## config.mk

```make
export PLATFORM = sky130hd
export DESIGN_NAME = muldiv_unit
export DESIGN_NICKNAME = d
export VERILOG_FILES = /design/src/rtl/muldiv_unit.sv
export SDC_FILE = /design/constraint.sdc
export NUM_CORES = 1
export LEC_CHECK = 0
export ABC_AREA = 0
export ABC_CLOCK_PERIOD_IN_PS = 9300
export BUFFER_PORTS_ARGS = -buffer_cell sky130_fd_sc_hd__clkbuf_2
export CAP_MARGIN = 20
export CELL_PAD_IN_SITES_DETAIL_PLACEMENT = 1
export CELL_PAD_IN_SITES_GLOBAL_PLACEMENT = 1
export CORE_MARGIN = 2
export CORE_UTILIZATION = 45
export DETAILED_ROUTE_END_ITERATION = 10
export PLACE_DENSITY_LB_ADDON = 0.1
export SYNTH_ARGS = -nofsm -noshare
export SYNTH_HDL_FRONTEND = slang
export SYNTH_SLANG_ARGS = --single-unit
```

## constraint.sdc

```tcl
create_clock -name clk -period 9.3 [get_ports clk]
set_clock_uncertainty 0.2 [all_clocks]
set_input_delay 1.86 -clock clk [delete_from_list [all_inputs] [get_ports clk]]
set_output_delay 1.86 -clock clk [all_outputs]
set_load 0.02 [all_outputs]
```

## src/rtl/muldiv_unit.sv

```systemverilog
// Iterative RV32M multiply/divide unit: radix-2 shift-add multiply and restoring
// divide over shared hi/lo registers, with valid/ready request and response ports.
module muldiv_unit #(
  parameter int Width    = 32,
  parameter int TagWidth = 5
) (
  input  logic                clk,
  input  logic                rst,
  input  logic                in_valid,
  output logic                in_ready,
  input  logic [2:0]          op,
  input  logic [Width-1:0]    a,
  input  logic [Width-1:0]    b,
  input  logic [TagWidth-1:0] tag,
  input  logic                flush,
  output logic                out_valid,
  input  logic                out_ready,
  output logic [Width-1:0]    res,
  output logic [TagWidth-1:0] out_tag
);

  // Handshake: a request transfers on an edge where in_valid && in_ready && !flush;
  // a response transfers on an edge where out_valid && out_ready; flush wins over both.

  localparam int CntW = $clog2(Width) + 1;
  localparam logic [CntW-1:0]  LastIter = CntW'(Width - 1);
  localparam logic [Width-1:0] MinNeg   = {1'b1, {(Width-1){1'b0}}};

  typedef enum logic [1:0] {
    IDLE = 2'd0,
    BUSY = 2'd1,
    DONE = 2'd2
  } state_t;

  state_t state;
  state_t state_next;

  logic [CntW-1:0]  cnt;
  logic [2:0]       op_q;
  logic             neg_q;
  logic             special_q;
  logic [Width-1:0] hi;
  logic [Width-1:0] lo;
  logic [Width-1:0] dsr;

  // Request decode
  logic             accept;
  logic             is_div;
  logic             is_rem;
  logic             signed_a;
  logic             signed_b;
  logic             neg_a;
  logic             neg_b;
  logic [Width-1:0] mag_a;
  logic [Width-1:0] mag_b;
  logic             div_zero;
  logic             div_ovf;
  logic             special;
  logic [Width-1:0] special_val;
  logic             neg_res;

  always_comb begin
    accept   = in_valid && in_ready && !flush;
    is_div   = op[2];
    is_rem   = op[2] && op[1];
    signed_a = (op == 3'd1) || (op == 3'd2) || (op == 3'd4) || (op == 3'd6);
    signed_b = (op == 3'd1) || (op == 3'd4) || (op == 3'd6);
    neg_a    = signed_a && a[Width-1];
    neg_b    = signed_b && b[Width-1];
    mag_a    = neg_a ? -a : a;
    mag_b    = neg_b ? -b : b;
    div_zero = is_div && (b == '0);
    div_ovf  = is_div && !op[0] && (a == MinNeg) && (b == '1);
    special  = div_zero || div_ovf;
    if (div_zero) begin
      special_val = is_rem ? a : '1;
    end else begin
      special_val = is_rem ? '0 : a;
    end
    // Remainder takes the dividend's sign; quotient and products take the XOR.
    neg_res = is_rem ? neg_a : (neg_a ^ neg_b);
  end

  // One iteration step for each algorithm
  logic             mul_carry;
  logic [Width-1:0] mul_sum;
  logic [Width-1:0] mul_hi_next;
  logic [Width-1:0] mul_lo_next;
  logic [Width:0]   div_trial;
  logic [Width-1:0] div_hi_next;
  logic [Width-1:0] div_lo_next;

  always_comb begin
    {mul_carry, mul_sum} = {1'b0, hi} + (lo[0] ? {1'b0, dsr} : '0);
    mul_hi_next          = {mul_carry, mul_sum[Width-1:1]};
    mul_lo_next          = {mul_sum[0], lo[Width-1:1]};

    // hi < dsr always holds, so bit Width of the trial is exactly the borrow.
    div_trial   = {hi, lo[Width-1]} - {1'b0, dsr};
    div_hi_next = div_trial[Width] ? {hi[Width-2:0], lo[Width-1]} : div_trial[Width-1:0];
    div_lo_next = {lo[Width-2:0], ~div_trial[Width]};
  end

  // FSM: state register
  always_ff @(posedge clk or posedge rst) begin
    if (rst) begin
      state <= IDLE;
    end else begin
      state <= state_next;
    end
  end

  // FSM: next state
  always_comb begin
    state_next = state;
    if (flush) begin
      state_next = IDLE;
    end else begin
      case (state)
        IDLE: if (in_valid) state_next = special ? DONE : BUSY;
        BUSY: if (cnt == LastIter) state_next = DONE;
        DONE: if (out_ready) state_next = IDLE;
        default: state_next = IDLE;
      endcase
    end
  end

  // FSM: outputs
  always_comb begin
    in_ready  = (state == IDLE);
    out_valid = (state == DONE);
  end

  // Datapath registers
  always_ff @(posedge clk or posedge rst) begin
    if (rst) begin
      cnt       <= '0;
      op_q      <= '0;
      neg_q     <= 1'b0;
      special_q <= 1'b0;
      hi        <= '0;
      lo        <= '0;
      dsr       <= '0;
      out_tag   <= '0;
    end else if (accept) begin
      cnt       <= '0;
      op_q      <= op;
      neg_q     <= neg_res && !special;
      special_q <= special;
      hi        <= '0;
      lo        <= special ? special_val : mag_a;
      dsr       <= mag_b;
      out_tag   <= tag;
    end else if (state == BUSY && !flush) begin
      cnt <= cnt + CntW'(1);
      if (op_q[2]) begin
        hi <= div_hi_next;
        lo <= div_lo_next;
      end else begin
        hi <= mul_hi_next;
        lo <= mul_lo_next;
      end
    end
  end

  // Result path: sign correction of the magnitude result happens here.
  logic [2*Width-1:0] prod_mag;
  logic [2*Width-1:0] prod_signed;
  logic [Width-1:0]   div_sel;
  logic [Width-1:0]   div_signed;

  always_comb begin
    prod_mag    = {hi, lo};
    prod_signed = neg_q ? -prod_mag : prod_mag;
    div_sel     = op_q[1] ? hi : lo;
    div_signed  = neg_q ? -div_sel : div_sel;
    if (special_q) begin
      res = lo;
    end else if (op_q[2]) begin
      res = div_signed;
    end else if (op_q == 3'd0) begin
      res = prod_signed[Width-1:0];
    end else begin
      res = prod_signed[2*Width-1:Width];
    end
  end

endmodule

```

==> out/metrics.yaml <==
worst_setup_path:
  critical_path_required_ps: 7240
  crit_fanout: 8
  path_cells: "inv_1, ha_1, or3b_4, or4_4, or2_4, or3_4, or4_4, o31ai_4, xor2_1, a21oi_1, a221o_1, clkbuf_2"
  start_kind: "flop"
  crit_path_frequent_cell: "or4_4"
  crit_arrival_ps: 4490
  endpoint_kind: "primary output"
  r2r_slack_ps: 4430
  crit_slowest_cell: "or4_4"
  cpPeakStageDelay_ps: 620
  critical_path_class: "flop to primary output"
detailed_routing:
  drcViolationCount: 0
  avgRoutedWirePerCell_um: 23.6
  drt_iter0_markers: 1336
  vias: 15728
  final_antenna_net_count: 0
  drt_first_pass_iters: 6
  via_per_inst: 6.51
  wl_mm: 57.1
clock_network:
  cts_buffer_depth: 2
  cts_buffers: 17
  cts_hold_buf: 0
  path_clk_slew_ps: 60
  htreeDepth: 4
  clock_latency_ps: 440
  cts_root_buf: "clkbuf_16"
  cts_setup_buffers: 0
  cts_tree: "yes"
  ctsResizeCount: 0
  cts.sinks: 114
outcome:
  status: "finished, final reports clean"
floorplan:
  die_area_um2: 33400
  die_h_um: 183
  io_pins: 116
  num_rows: 65
  start_util: 0.456
  fp.coreArea_um2: 31600
  die_x_um: 183
grt:
  grt_pass1_wl_mm: 90.8
  grt_pass1_vias: 15935
  gr-total-overflow: 0
  grt_max_degree: 78
  antenna_found_initial: 0
  grt_util_all_layers: 0.345
synth:
  yosysUniqueCellTypes: 80
  synth_area_um2: 14400
  synth_edf_count: 0
  yosysSeqAreaShare: 0.198
  ys_ff_latch: 114
  ys.flop_type: "dfrtp_1"
  avgSynthCellArea_um2: 7.25
  synthArstFlopShare: 1.00
  synthCells: 1984
  ys_warn_count: 0
  synth_nets: 2133
sta:
  maxSlewHeadroom: 0.328
  hold-worst-slack_ps: 279
  tns_ps: 0
  finalHoldViolations: 0
  period_share: 0.704
  fmaxAchievable_ghz: 0.153
  drv_slew: 0
  setup_viol: 0
  period_needed_ps: 6550
  rsz0062_at_grt: "false"
  worst_pin_slew_ps: 1000
power_and_ir_drop:
  cellLeakagePower_uw: 0.00664
  ir_drop_v: 0.000131
  total_power_uw: 5860
  power_density_nw_per_um2: 372
finish:
  utilization: 0.499
  final_nets: 2151
  antenna_cells: 0
  area_growth_syn_to_layout_pct: 9.52
  drive_gt1_frac: 0.114
placement:
  gp_congestion: 0.927
  hpwlAfterDp_mm: 42.6
  io_buffers: 115
flow_run:
  cap_violations: 0
hold_path:
  hold_class: "flop to flop"
[layout make-up]
class                   instances  area [um2]
flip-flops and latches        114        2860
well taps                     402         503
multi-input cells            1641       10700
fillers                      4083       15800
clock buffers                  19         443
clock inverters                13         138
repair buffers                151         851
inverters                      77         292
[cells in the final DEF (no fill, tap or decap), types with 7 or more instances in the layout]
| cell type | n |
|---|---|
| a211oi_1 | 27 |
| a21o_1 | 25 |
| a21oi_1 | 138 |
| a221o_1 | 9 |
| a22o_1 | 7 |
| a22oi_1 | 16 |
| a31oi_1 | 25 |
| and2_1 | 8 |
| and3_1 | 11 |
| buf_4 | 35 |
| clkbuf_16 | 17 |
| clkbuf_2 | 115 |
| dfrtp_1 | 111 |
| ha_1 | 70 |
| inv_1 | 76 |
| mux2i_1 | 79 |
| nand2_1 | 202 |
| nand2b_1 | 13 |
| nand3_1 | 41 |
| nand4_1 | 21 |
| nor2_1 | 184 |
| nor2b_1 | 9 |
| nor3_1 | 55 |
| nor3b_1 | 9 |
| nor4_1 | 16 |
| o211ai_1 | 33 |
| o21a_1 | 11 |
| o21ai_0 | 193 |
| o221ai_1 | 15 |
| o22ai_1 | 11 |
| o31ai_1 | 45 |
| o41ai_1 | 15 |
| or2_2 | 15 |
| or3_1 | 29 |
| or4_1 | 21 |
| xnor2_1 | 98 |
| xor2_1 | 77 |
[synthesized netlist by cell type (13+ instances only)]
| cell type | instances | area share |
|---|---|---|
| a211oi_1 | 27 | 0.014 |
| a21o_1 | 25 | 0.013 |
| a21oi_1 | 138 | 0.048 |
| a22oi_1 | 16 | 0.0084 |
| a31oi_1 | 25 | 0.011 |
| clkbuf_1 | 137 | 0.036 |
| dfrtp_1 | 114 | 0.20 |
| ha_1 | 70 | 0.061 |
| inv_1 | 77 | 0.020 |
| mux2i_1 | 79 | 0.055 |
| nand2_1 | 202 | 0.053 |
| nand2b_1 | 13 | 0.0057 |
| nand3_1 | 41 | 0.014 |
| nand4_1 | 21 | 0.0091 |
| nor2_1 | 185 | 0.048 |
| nor3_1 | 56 | 0.019 |
| nor4_1 | 17 | 0.0074 |
| o211ai_1 | 33 | 0.017 |
| o21ai_0 | 193 | 0.067 |
| o221ai_1 | 15 | 0.0091 |
| o31ai_1 | 45 | 0.023 |
| o41ai_1 | 15 | 0.0091 |
| or2_2 | 15 | 0.0065 |
| or3_1 | 29 | 0.013 |
| or4_1 | 21 | 0.011 |
| xnor2_1 | 98 | 0.060 |
| xor2_1 | 77 | 0.047 |
[path summary, 6_finish.rpt]
check / cells after the start / endpoint / startpoint
setup / recovery: 12 / res[16] / lo[1]
hold / removal: 2 / dsr[4] / dsr[4]
setup reg to reg: 13 / hi[30] / lo[31]
hold reg to reg: 2 / dsr[4] / dsr[4]
max in group asynchronous: 3 / op_q[2] / rst
min in group asynchronous: 2 / dsr[15] / rst
[critical path, delay by kind of cell, from the launching register on]
kind | cells | cell delay, ps
AO/OA/AOI/OAI | 3 | 570
XOR/XNOR | 1 | 170
adder cells (fa/ha/maj) | 1 | 190
buffers and inverters | 2 | 320
flip-flops | 1 | 520
AND/OR/NAND/NOR | 5 | 2270
[sequential cells by signal (all words and copies together) (netlist names)]
register   cells
dsr           32
hi            32
lo            32
cnt            6
out_tag        5
op_q           3
state          2
neg_q          1
special_q      1
[per-stage QoR]
stage | cell area [um2] | instances | setup WS [ps]
after floorplan | 14400 | 1984 | 2870
after global placement | 15200 | 2383 | 3350
after detailed placement | 15200 | 2383 | 3240
after CTS | 15700 | 2415 | 2780
after global routing | 15800 | 2417 | 2580
final | 15800 | 2417 | 2750
[metal layers]
layer,wire [um],GRT usage,vias to the layer above
met2,24900,0.539,636
met5,0,0,-
met1,26100,0.480,7722
li1,-,-,7278
met3,4490,0.0689,92
met4,1640,0.110,0
[cells by family (layout without fill, tap and decap cells)]
logic type / count (synthesis) / after routing / synth area share
AO/OA/AOI/OAI: 644 / 644 / 0.288
adder cells (fa/ha/maj): 72 / 72 / 0.0637
flip-flops: 114 / 114 / 0.198
buffers and inverters: 229 / 260 / 0.0618
multiplexers: 85 / 85 / 0.0597
XOR/XNOR: 175 / 175 / 0.107
AND/OR/NAND/NOR: 665 / 665 / 0.222
[power by group]
group / internal, uW / switching, uW
combinational: 1530 / 2460
clock: 400 / 269
sequential: 678 / 517
total: 2610 / 3250
Power figures use the tool's default switching activity.
